`config.mk`:
```
export PLATFORM = sky130hd
export DESIGN_NAME = inc_share_ctrl
export DESIGN_NICKNAME = d
export VERILOG_FILES = /design/src/rtl/inc_share_ctrl.sv
export SDC_FILE = /design/constraint.sdc
export NUM_CORES = 1
export LEC_CHECK = 0
export CORE_AREA = 2 2 78 57
export CTS_BUF_LIST = sky130_fd_sc_hd__clkbuf_8
export DETAILED_ROUTE_END_ITERATION = 8
export DIE_AREA = 0 0 80 59
export PLACE_DENSITY = 0.67
export SLEW_MARGIN = 5
export SYNTH_ARGS = -nofsm -noshare
export SYNTH_HDL_FRONTEND = slang
export SYNTH_SLANG_ARGS = --single-unit
```
`constraint.sdc`:
```
create_clock -name clk -period 6.1 [get_ports clk]
set_clock_uncertainty 0.1 [all_clocks]
set_input_delay 1.525 -clock clk [delete_from_list [all_inputs] [get_ports clk]]
set_output_delay 1.525 -clock clk [all_outputs]
set_load 0.02 [all_outputs]
```
`src/rtl/inc_share_ctrl.sv`:
```
// inc_share_ctrl
//   Round-robin controller that time-shares a single 4-bit +1 incrementer
//   among NREQ independent 4-bit event counters. Each requester posts
//   single-cycle increment pulses, which are latched into a per-requester
//   pending flag. Every cycle, one pending requester is served through the
//   shared incrementer.
//
// Parameters
//   NREQ      number of requesters/counters (2..8)
//
// Ports
//   clk       system clock; all state changes on the rising edge
//   rst       synchronous active-high reset
//   inc_req   per-requester increment pulse (one cycle = one event)
//   clr       per-requester synchronous clear of the counter, pending and
//             overflow flags
//   cnt_flat  counter values; counter i occupies bits [4i+3:4i]
//   gnt       registered one-hot: the requester served at the last edge
//   wrap      registered pulse: the served counter went from 15 to 0
//   ovr       sticky per-requester flag: an event was merged or lost
//   busy      OR of all pending flags
//
// Build option
//   INC_SHARE_SAT_EN  When defined, counters saturate at 15 instead of
//                     wrapping. A saturating service still grants and clears
//                     pending, sets ovr (the event is lost), and wrap stays 0.
module inc_share_ctrl #(
  parameter int NREQ = 4
) (
  input  logic              clk,
  input  logic              rst,
  input  logic [NREQ-1:0]   inc_req,
  input  logic [NREQ-1:0]   clr,
  output logic [4*NREQ-1:0] cnt_flat,
  output logic [NREQ-1:0]   gnt,
  output logic [NREQ-1:0]   wrap,
  output logic [NREQ-1:0]   ovr,
  output logic              busy
);

  localparam int PW = (NREQ > 1) ? $clog2(NREQ) : 1;

  logic [NREQ-1:0][3:0] cnt_q, cnt_d;
  logic [NREQ-1:0]      pend_q, pend_d;
  logic [NREQ-1:0]      gnt_q, gnt_d;
  logic [NREQ-1:0]      wrap_q, wrap_d;
  logic [NREQ-1:0]      ovr_q, ovr_d;
  logic [PW-1:0]        ptr_q, ptr_d;

  logic [NREQ-1:0]      elig;
  logic                 found;
  logic [PW-1:0]        sel;
  logic [3:0]           inc_a;
  logic [3:0]           inc_y;
  logic                 inc_top;

  // A requester being cleared this cycle is masked out of arbitration, so the
  // scan moves on to the next eligible requester.
  assign elig = pend_q & ~clr;

  // Round-robin scan starting at ptr_q. The first eligible index wins.
  always_comb begin
    found = 1'b0;
    sel   = '0;
    for (int k = 0; k < NREQ; k++) begin
      if (!found && elig[(int'(ptr_q) + k) % NREQ]) begin
        found = 1'b1;
        sel   = PW'((int'(ptr_q) + k) % NREQ);
      end
    end
  end

  // The single shared incrementer, fed through a mux on the granted index.
  always_comb begin
    inc_a   = cnt_q[sel];
    inc_top = (inc_a == 4'hF);
`ifdef INC_SHARE_SAT_EN
    inc_y   = inc_top ? inc_a : inc_a + 4'd1;
`else
    inc_y   = inc_a + 4'd1;
`endif
  end

  always_comb begin
    cnt_d  = cnt_q;
    pend_d = pend_q;
    ovr_d  = ovr_q;
    gnt_d  = '0;
    wrap_d = '0;
    ptr_d  = ptr_q;
    for (int i = 0; i < NREQ; i++) begin
      if (clr[i]) begin
        cnt_d[i]  = 4'd0;
        pend_d[i] = 1'b0;
        ovr_d[i]  = 1'b0;
      end else begin
        if (found && (sel == PW'(i))) begin
          cnt_d[i]  = inc_y;
          pend_d[i] = 1'b0;
          gnt_d[i]  = 1'b1;
`ifdef INC_SHARE_SAT_EN
          if (inc_top) ovr_d[i] = 1'b1;
`else
          wrap_d[i] = inc_top;
`endif
        end else if (inc_req[i] && pend_q[i]) begin
          // A second event arrived before the first was served: they merge.
          ovr_d[i] = 1'b1;
        end
        // A new event arriving during service stays pending.
        if (inc_req[i]) pend_d[i] = 1'b1;
      end
    end
    if (found) begin
      ptr_d = (sel == PW'(NREQ - 1)) ? '0 : sel + PW'(1);
    end
  end

  always_ff @(posedge clk) begin
    if (rst) begin
      cnt_q  <= '0;
      pend_q <= '0;
      gnt_q  <= '0;
      wrap_q <= '0;
      ovr_q  <= '0;
      ptr_q  <= '0;
    end else begin
      cnt_q  <= cnt_d;
      pend_q <= pend_d;
      gnt_q  <= gnt_d;
      wrap_q <= wrap_d;
      ovr_q  <= ovr_d;
      ptr_q  <= ptr_d;
    end
  end

  assign cnt_flat = cnt_q;
  assign gnt      = gnt_q;
  assign wrap     = wrap_q;
  assign ovr      = ovr_q;
  assign busy     = |pend_q;

endmodule

```
# Yosys cells after proc, flatten, opt, wreduce, memory -nomap -nowiden
# Index checks and enable logic that the tools add are counted.
# op_classes
n_lt_le_gt_ge	5
div_mod_pow	0
n_eq_ne	4
add_sub_neg	5
mul	0
reduce_logical	35
mux	34
n_bitwise	9
shift	0
# op_table
operator	count
two-way mux 1 bit	23
OR reduction 2 bit	7
< comparator 3 x 4 -> 1 bit, second input constant	3
OR reduction 3 bit	4
logical AND 1 bit	11
two-way mux 2 bit	5
binary-select mux 1 bit (select 2 bit)	4
binary-select mux 4 bit (select 2 bit)	1
AND reduction 2 bit	4
nonzero test 2 bit	4
< comparator 2 x 3 -> 1 bit, second input constant	2
adder 2 x 1 -> 2 bit, second input constant	2
adder 2 bit, second input constant	2
adder 4 x 1 -> 4 bit, second input constant	1
bitwise AND 4 bit	1
equality test 2 bit, second input constant	2
equality test 4 bit, second input constant	1
two-way mux 4 bit	1
NOT 1 bit	4
NOT 4 bit	1
OR reduction 4 bit	1
bitwise AND 1 bit, first input constant	3
zero test 1 bit	3
equality test 2 x 1 -> 1 bit, second input constant	1
zero test 2 bit	1
# word_totals
rom_bits	0
ff_bits	34
wordCells	113
ram_bits	0
mem_count	0
latchBits	0
in_bits	10

# Logic depth before layout (Yosys ltp)
# logic_depth
depth_word	18
ltp_mapped	9
mapped_depth_nobuf	9

# Worst setup path after synthesis
# OpenSTA, ideal clock, no wires.
# synth_timing
path_kind	input to register
startpoint	input clr[1]
endpoint	register cnt_q, in the netlist cnt_flat[10]
t_arrival_ps	3342
slack_ps	2531
n_path_buf	0
stages	9
path_cell_list	nand2b_1 -> and3_4 -> o221ai_4 -> mux2_2 -> nor2_1 -> a31oi_1 -> ha_1 -> xnor2_1 -> a21oi_1
# synth_via
elab_chain_len	17
elab_cells_between_ends	32
# synth_rtl
element	line_no	text
start, declared	33	input logic [NREQ-1:0] clr,
NOT 4 bit *	59	assign elig = pend_q & ~clr;
bitwise AND 4 bit *	59	
binary-select mux 1 bit (select 2 bit)	66	if (!found && elig[(int'(ptr_q) + k) % NREQ]) begin
two-way mux 1 bit (implied by the code)	66	
two-way mux 1 bit	66	
zero test 1 bit	66	
logical AND 1 bit	66	
two-way mux 1 bit	66	
zero test 1 bit	66	
logical AND 1 bit	66	
two-way mux 1 bit	66	
zero test 1 bit	66	
logical AND 1 bit	66	
two-way mux 2 bit	66	
binary-select mux 4 bit (select 2 bit)	75	inc_a = cnt_q[sel];
two-way mux 4 bit (implied by the code)	75	
adder 4 x 1 -> 4 bit	80	inc_y = inc_a + 4'd1;
end signal, assigned	128	cnt_q <= cnt_d;
end, declared	43	logic [NREQ-1:0][3:0] cnt_q, cnt_d;
# Every way passes the cells marked *; elsewhere a longest branch is shown, timed or not. The select of a mux whose other input is x is not followed.
# A chain may end at the register's enable or synchronous reset.

# Final worst setup path
# layout_timing
startpoint	input clr[0]
endpoint	register cnt_q, in the netlist cnt_flat[10]
# Same word-level chain as after synthesis.

==> reports/qor.csv <==
metric,value,unit
clkPwrFrac,34.1,%
pre_cts_slack,1755,ps
fillers,375,
final_nets,227,
ys_ff_latch,34,
io_buffers,38,
grt-ovfl-total,0,
drt_first_pass_iters,4,
coreArea,3899,sq um
path_cells,clkdlybuf4s50_1 -> nand3b_1 -> and3_4 -> o221ai_4 -> mux2_2 -> nor2_1 -> a31oi_1 -> ha_1 -> xnor2_1 -> a21oi_1,
final_cell_mix,"clkdlybuf4s50_1 (38), dfxtp_1 (34), a21oi_1 (22)",
fmax,246.0,MHz
hpwl,2.838,mm
critPathMaxStageDelay,480,ps
drv_slew,0,
r2r_setup_slack,3350,ps
clk_pin_slew,60,ps
grt_setup_unrepaired,false,
wl_per_cell,13.83,um
synth_fp_nets,188,
netlist_area,1577,sq um
setup_tns,0,ps
setup_violations,0,
postLayoutCellArea,2076,sq um
relSlewSlack,70.62,%
p_switching,108.7,uW
internal_power,326.3,uW
grt_max_degree,12,
p_sw_share,24.99,%
clk_latency,280,ps
path_max_fanout,11,
drive_gt1_share,8.962,%
vias,1335,
combPwrFrac,12.5,%
yosysSeqAreaShare,43.17,%
hold_buffers,0,
period_share,66.64,%
syn_to_final_growth,31.67,%
ir_drop,0.1126,mV
placed_area,1999,sq um
grt_usage,17.08,%
cp.arrival,4120,ps
antenna_left,0,
power.density,209.6,nW/um^2
antenna_cells,0,
start_util,40.44,%
holdWs,366.8,ps
ys_types,32,
ios,39,
worstMarginPinSlew,428.5,ps
worstSetupStartpointType,input port,
end_kind,flop,
die_area,4720,sq um
leakage,0.7496,nW
avgViaCountPerCell,5.057,
cp_data_required_time,6160,ps
postSynthCellCount,173,
multiInputGateArea,865.8,sq um
maxCapViolCount,0,
grt_pass1_wl,6.009,mm
hold_path_class,reg2reg,
grt_pass1_vias,1217,
die_h,59,um
slowest_stage,clkdlybuf4s50_1,
htree_levels,2,
wl,3.652,mm
antenna_found_initial,0,
syn_avg_cell_area,9.113,sq um
clock_sinks,34,
post_cts_buffers,0,
final_common_cell,clkdlybuf4s50_1,
period_minus_slack,4065,ps
cts_tree,built,
num_rows,19,
criticalPathCategory,in2reg,
clock_path_buffers,2,
outcome,"complete, no violations",
root_buffer,clkbuf_8,
yosysWarnings,0,
synth-main-ff-cell,dfxtp_1,
worst_slack,2035,ps
ff_latch_area,680.7,sq um
seqPwrFrac,53.4,%
drt-initial-drc-count,56,
synthArstFlopShare,0,%
hold_viol_final,0,
ctsResizeCount,0,
finalPower,435.0,uW
synth_edf_count,0,
place.gp.congestion,0.8340,
numCtsBuffers,5,
drc,0,
die_w,80,um
-- cell type report --
cell class	count	share of cell area (%)
Multi-Input combinational cell	131	41.71
Sequential cell	34	32.79
Timing Repair Buffer	38	18.32
Clock buffer	5	3.315
Tap cell	52	3.134
Clock inverter	2	0.3617
Inverter	2	0.3617
-- flip-flops by register name, indices dropped and copies added (netlist names) --
signal and flops:
ovr 4, cnt_flat 16, wrap 4, gnt 4, ptr_q 2, pend_q 4
-- metrics by stage --
| stage | utilization (%) | instances |
|---|---|---|
| after floorplan | - | 173 |
| after global placement | 51.28 | 257 |
| after detailed placement | 51.28 | 257 |
| after CTS | 53.24 | 264 |
| after global routing | 53.24 | 264 |
| final | 53.24 | 264 |
-- Yosys cell counts, drive strengths merged (2+ instances only) --
master  instances  area, sq um
mux4            2        45.04
nor2           21        86.33
o21ai          12        60.06
ha              5        62.56
clkbuf          5        18.77
dfxtp          34        680.7
nor3            4        40.04
nand3           4        20.02
or4             2        15.01
inv             2        7.510
and2            4        25.03
a21oi          22        110.1
xor2            4        35.03
a31oi           5        31.28
nor2b           4        25.02
or2             4        25.02
nand2          19        71.32
nand2b          3        26.27
mux2i           7        70.07
-- power groups by stage --
stage	combinational (mW)	clock, mW	sequential, mW
after global routing	0.0599	0.167	0.233
after global placement	0.0544	0	0.237
after floorplan	0.0328	0	0.238
after detailed placement	0.0546	0	0.237
after CTS	0.0549	0.155	0.232
final	0.0546	0.148	0.232
-- layer usage --
layer / part of all wire (%) / track usage [%] / vias up / wire length (um)
li1: - / - / 676 / -
met1: 52 / 25.74 / 607 / 1902
met2: 39 / 23.21 / 47 / 1423
met3: 7.8 / 4.878 / 5 / 285
met4: 1.1 / 5.811 / 0 / 40
met5: 0 / 0 / - / 0
-- logic make-up after synthesis --
| logic type | after synthesis | share of synthesized area [%] |
|---|---|---|
| AO/OA/AOI/OAI | 42 | 15.95 |
| XOR/XNOR | 5 | 2.778 |
| adder cells (fa/ha/maj) | 5 | 3.968 |
| buffers and inverters | 8 | 1.905 |
| flip-flops | 34 | 43.17 |
| multiplexers | 10 | 8.016 |
| AND/OR/NAND/NOR | 69 | 24.21 |
-- worst max-delay path: cells and delay by family --
kind,cells,cell delay [ps]
muxes,1,380
and+or+nand+nor,3,550
buffers and inverters,1,480
xor gates and xnor gates,1,380
adders and majority gates,1,270
AOI/OAI and AO/OA,3,540
-- worst paths after layout --
path,to,cells after the start,from
setup / recovery,cnt_flat[10]$_SDFFE_PP0N_,10,clr[0]
hold / removal,ovr[0]$_SDFFE_PP0P_,2,ovr[0]$_SDFFE_PP0P_
setup reg to reg,cnt_flat[10]$_SDFFE_PP0N_,9,ptr_q[1]$_SDFFE_PP0N_
hold reg to reg,ovr[0]$_SDFFE_PP0P_,2,ovr[0]$_SDFFE_PP0P_
No activity file was read; power rests on OpenSTA's default activity.
